[src/rtl/blk_move.sv]
// rtl/blk_move.sv - frame-rate block mover with synchronised buttons and play-field clamping
//
// Ports:
//   clk         pixel clock, all logic on the rising edge
//   rst_n       asynchronous active-low reset
//   frame_tick  one-clk pulse per frame; the only cycle in which the position updates
//   btn_up/btn_down/btn_left/btn_right  raw asynchronous push-buttons, active-high
//   blkpos_x    block top-left x (11 bits)
//   blkpos_y    block top-left y (10 bits)
//   blk_moving  high while the last frame update changed the position
//
// Build option: BLK_MOVE_ACCEL_EN adds a speed register (1..MAX_STEP) that replaces STEP.

module blk_move #(
    parameter int STEP     = 4,
    parameter int MAX_STEP = 8
) (
    input  logic        clk,
    input  logic        rst_n,
    input  logic        frame_tick,
    input  logic        btn_up,
    input  logic        btn_down,
    input  logic        btn_left,
    input  logic        btn_right,
    output logic [10:0] blkpos_x,
    output logic [9:0]  blkpos_y,
    output logic        blk_moving
);

    // Limits keep the 32x32 block fully inside the play field.
    localparam logic signed [11:0] X_MIN = 12'sd10;
    localparam logic signed [11:0] X_MAX = 12'sd1397;
    localparam logic signed [11:0] Y_MIN = 12'sd10;
    localparam logic signed [11:0] Y_MAX = 12'sd857;
    localparam logic [10:0]        X_RST = 11'd704;
    localparam logic [9:0]         Y_RST = 10'd434;

    // Button bit order: {up, down, left, right}
    logic [3:0] btn_meta;
    logic [3:0] btn_sync;

    always_ff @(posedge clk or negedge rst_n) begin
        if (!rst_n) begin
            btn_meta <= 4'b0000;
            btn_sync <= 4'b0000;
        end else begin
            btn_meta <= {btn_up, btn_down, btn_left, btn_right};
            btn_sync <= btn_meta;
        end
    end

    // Opposing buttons cancel on their axis.
    logic mv_up, mv_down, mv_left, mv_right, mv_any;
    assign mv_up    = btn_sync[3] & ~btn_sync[2];
    assign mv_down  = btn_sync[2] & ~btn_sync[3];
    assign mv_left  = btn_sync[1] & ~btn_sync[0];
    assign mv_right = btn_sync[0] & ~btn_sync[1];
    assign mv_any   = mv_up | mv_down | mv_left | mv_right;

    logic signed [11:0] step;

`ifdef BLK_MOVE_ACCEL_EN
    localparam int SPD_W = $clog2(MAX_STEP + 1);
    logic [SPD_W-1:0] speed;

    // Speed keeps climbing while a direction is held, even against a limit.
    always_ff @(posedge clk or negedge rst_n) begin
        if (!rst_n) begin
            speed <= SPD_W'(1);
        end else if (frame_tick) begin
            if (!mv_any)
                speed <= SPD_W'(1);
            else if (speed != SPD_W'(MAX_STEP))
                speed <= speed + SPD_W'(1);
        end
    end

    assign step = 12'(speed);
`else
    assign step = 12'(STEP);

    if (MAX_STEP < 1) begin : g_max_step_chk
    end

    logic unused_any;
    assign unused_any = mv_any;
`endif

    // 12-bit signed intermediates so x-step / y-step cannot underflow before clamping.
    logic signed [11:0] x_cur, y_cur, x_sum, y_sum, x_clip, y_clip;
    logic [10:0]        x_new;
    logic [9:0]         y_new;
    logic               changed;

    always_comb begin
        x_cur = $signed({1'b0, blkpos_x});
        y_cur = $signed({2'b00, blkpos_y});

        x_sum = x_cur;
        if (mv_left)
            x_sum = x_cur - step;
        else if (mv_right)
            x_sum = x_cur + step;

        y_sum = y_cur;
        if (mv_up)
            y_sum = y_cur - step;
        else if (mv_down)
            y_sum = y_cur + step;

        x_clip = x_sum;
        if (x_sum < X_MIN)
            x_clip = X_MIN;
        else if (x_sum > X_MAX)
            x_clip = X_MAX;

        y_clip = y_sum;
        if (y_sum < Y_MIN)
            y_clip = Y_MIN;
        else if (y_sum > Y_MAX)
            y_clip = Y_MAX;

        x_new   = x_clip[10:0];
        y_new   = y_clip[9:0];
        changed = (x_new != blkpos_x) || (y_new != blkpos_y);
    end

    always_ff @(posedge clk or negedge rst_n) begin
        if (!rst_n) begin
            blkpos_x   <= X_RST;
            blkpos_y   <= Y_RST;
            blk_moving <= 1'b0;
        end else if (frame_tick) begin
            blkpos_x   <= x_new;
            blkpos_y   <= y_new;
            blk_moving <= changed;
        end
    end

    logic unused_clip;
    assign unused_clip = x_clip[11] ^ y_clip[11] ^ y_clip[10];

endmodule

[config.mk]
export PLATFORM = sky130hd
export DESIGN_NAME = blk_move
export DESIGN_NICKNAME = d
export VERILOG_FILES = /design/src/rtl/blk_move.sv
export SDC_FILE = /design/constraint.sdc
export NUM_CORES = 1
export LEC_CHECK = 0
export BUFFER_PORTS_ARGS = -buffer_cell sky130_fd_sc_hd__buf_2
export CAP_MARGIN = 20
export CELL_PAD_IN_SITES_DETAIL_PLACEMENT = 1
export CELL_PAD_IN_SITES_GLOBAL_PLACEMENT = 2
export CORE_MARGIN = 1.5
export CORE_UTILIZATION = 36
export CTS_CLUSTER_SIZE = 16
export DETAILED_ROUTE_END_ITERATION = 10
export PLACE_DENSITY = 0.82
export SLEW_MARGIN = 10
export SYNTH_ARGS = -nofsm -noshare
export SYNTH_HDL_FRONTEND = slang
export SYNTH_SLANG_ARGS = --single-unit
[constraint.sdc]
create_clock -name clk -period 3.3 [get_ports clk]
set_input_delay 0.33 -clock clk [delete_from_list [all_inputs] [get_ports clk]]
set_output_delay 0.33 -clock clk [all_outputs]
set_load 0.03 [all_outputs]
==> results_dict.tcl <==
set metrics [dict create \
    path_class "register to register" \
    place_inst 443 \
    numPortBuffers 28 \
    die_x_um 88.8 \
    fillerInstances 894 \
    crit_path_frequent_cell "a2111oi_2" \
    path_clk_slew_ns 0.07 \
    syn_area_um2 2650 \
    grtUsageTotal_pct 22.0 \
    avgSynthCellArea_um2 8.47 \
    slowest_stage "dfrtp_2" \
    grt_start_max_net_pins 31 \
    antenna_found_initial 0 \
    drive_above_1_share_pct 29.4 \
    yosysTopAreaCellShare_pct 20.8 \
    grt.overflow.total 0 \
    synth-edff-count 0 \
    period_share_pct 95.5 \
    setup_violations 0 \
    cap_violations 0 \
    seq_area_frac_synth_pct 28.7 \
    core_um2 7180 \
    stdcell_count 456 \
    die_h_um 88.8 \
    synth_area_leader_cell "dfrtp_1" \
    p_leak_nw 1.31 \
    vdd_ir_drop_max_uv 412 \
    final_nets 367 \
    drc_errors 0 \
    gp_congestion 0.862 \
    dieArea_um2 7890 \
    grt_pass1_vias 2489 \
    synthCells 313 \
    ys_ff_latch 30 \
    vias 2600 \
    synth_nets 324 \
    async_flop_share_pct 100 \
    slew-limit-headroom_pct 47.0 \
    timing.critical_path.to_type "register" \
    required_ns 3.46 \
    holdBufCountCts 0 \
    yosysUniqueCellTypes 82 \
    cp_top_family "simple AND/OR/NAND/NOR gates" \
    reg2reg_slack_ns 0.15 \
    firstDrtPassIters 4 \
    clock_skew_ns 0.00689 \
    p_per_area_nw_per_um2 983 \
    cts_tree "built" \
    hold_path_class "primary input to asynchronous set/reset pin" \
    htreeDepth 2 \
    detail_route.wl_per_cell_um 18.3 \
    synth_ff_type "dfrtp_1" \
    ios 29 \
    synth.area.top_cells "dfrtp_1 (21%), dfstp_2 (7.9%), nand2_1 (4.2%)" \
    clk_latency_ns 0.28 \
    ys.warnings.count 0 \
    fin_crit_ns 3.15 \
    cp_cell_sequence "inv_1 -> ha_1 -> and3b_1 -> or3_1 -> and2_1 -> a2111oi_2 -> nand4_2 -> nand2_4 -> mux2i_1 -> a21oi_1 -> a2111oi_2 -> a31oi_1" \
    status "finished clean" \
    cts-root-buf "clkbuf_8" \
    hold_violations 0 \
    worst-path-buf-inv 1 \
    grt_pass1_wl_um 13300 \
    clock.fmax_ghz 0.317 \
    fin_hold_ws_ns 0.0825 \
    critPathArrivalTime_ns 3.31 \
    path_max_fanout 8 \
    vias_per_cell 5.70 \
    clk_path_buf_depth 2 \
    syn_to_final_growth_pct 18.2 \
    antenna_cells 0 \
    cp-start-kind "register" \
    slew_viol_final 0 \
    cts.sinks 30 \
    drtIter0Drc 168 \
    routed_wirelength_um 8340 \
    cpPeakStageDelay_ns 0.43 \
    max_slew.worst_pin.slew_ns 0.785 \
    hpwlAfterDp_um 6130 \
    ant_nets 0 \
    rows 31 \
    initial_core_util_pct 36.9 \
    cts_buffers 5 \
]
## final timing paths
| check | startpoint | cells past startpoint | to |
|---|---|---|---|
| setup / recovery | blkpos_x[2] | 12 | blk_moving |
| hold / removal | rst_n | 1 | btn_sync[2] |
| setup reg to reg | blkpos_x[2] | 12 | blk_moving |
| hold reg to reg | btn_meta[0] | 0 | btn_sync[0] |
| max in group asynchronous | rst_n | 1 | blkpos_x[3] |
| min in group clk | btn_right | 1 | btn_meta[0] |
## state kept, by name, indices dropped and copies added (netlist names)
name,flops
btn_sync,4
blkpos_y,10
btn_meta,4
blkpos_x,11
blk_moving,1
## layout make-up
cell class              count  area (um^2)  area share [%]
flip-flops and latches     30          764            24.4
inverters                  14         52.6            1.68
multi-input cells         247         1740            55.4
well taps                  99          124            3.95
repair buffers             58          365            11.7
clock buffers               7         86.3            2.75
clock inverters             1         5.00           0.160
## cells in the mapped netlist (8+ instances only)
library cell and n:
dfrtp_1 22, a31oi_1 11, o21ai_0 15, inv_1 14, buf_2 10, nor3_1 8
xnor2_1 12, nor2_1 22, a21oi_1 19, clkbuf_1 8, dfstp_2 8, nand2_1 30
## per-stage QoR
step	power (mW)	TNS, ns	utilization [%]	setup WS [ns]	cell area [um^2]
final	3.08	0	43.7	0.148	3130
after global placement	2.66	0	41.6	0.219	2990
after global routing	3.32	-0.0364	43.7	-0.0364	3130
after CTS	3.03	0	42.9	0.0306	3080
after detailed placement	2.69	0	41.6	0.0277	2990
after floorplan	2.11	0	-	0.110	2650
## kinds of logic (layout without fill, tap and decap cells)
logic type,count (synthesis),count (layout),synth area share [%]
AOI/OAI and AO/OA,101,101,28.9
xor gates and xnor gates,14,14,4.91
adders and majority gates,4,4,1.89
buffers and inverters,36,80,6.42
DFF,30,30,28.7
muxes,5,5,1.93
and+or+nand+nor,123,123,27.2
## placed cells by master (no fill, tap or decap), types with 5 or more instances in the layout
| cell type | n |
|---|---|
| inv_1 | 14 |
| a21oi_1 | 19 |
| nor2_1 | 22 |
| buf_2 | 28 |
| nand2_1 | 30 |
| nor3_1 | 8 |
| xnor2_1 | 12 |
| buf_4 | 30 |
| a22oi_1 | 5 |
| dfstp_2 | 8 |
| o31ai_1 | 5 |
| dfrtp_1 | 19 |
| o21ai_0 | 15 |
| nand4_1 | 5 |
| and2_1 | 7 |
| nand3_1 | 7 |
| a31oi_1 | 11 |
| nand2b_1 | 5 |
| clkbuf_8 | 6 |
## metal layers
metal | vias to the layer above | wire, um | track usage, %
met5 | - | 0 | 0
met4 | 0 | 54 | 4.26
li1 | 1254 | - | -
met2 | 57 | 3670 | 31.5
met1 | 1285 | 4240 | 34.5
met3 | 4 | 375 | 3.26
## report_power, final
group	total [mW]	leakage, nW	internal (mW)	switching [mW]
Sequential	0.766	0.343	0.532	0.234
Combinational	2.00	0.915	0.782	1.21
Clock	0.320	0.0482	0.168	0.152
## repair_timing
| item | CTS | global route |
|---|---|---|
| setup buffers | 0 | 5 |
| pin swaps | 0 | 3 |
| endpoints found under the setup margin | 1 | 1 |
| resized for setup | 1 | 5 |
(Power assumes the default switching activity.)
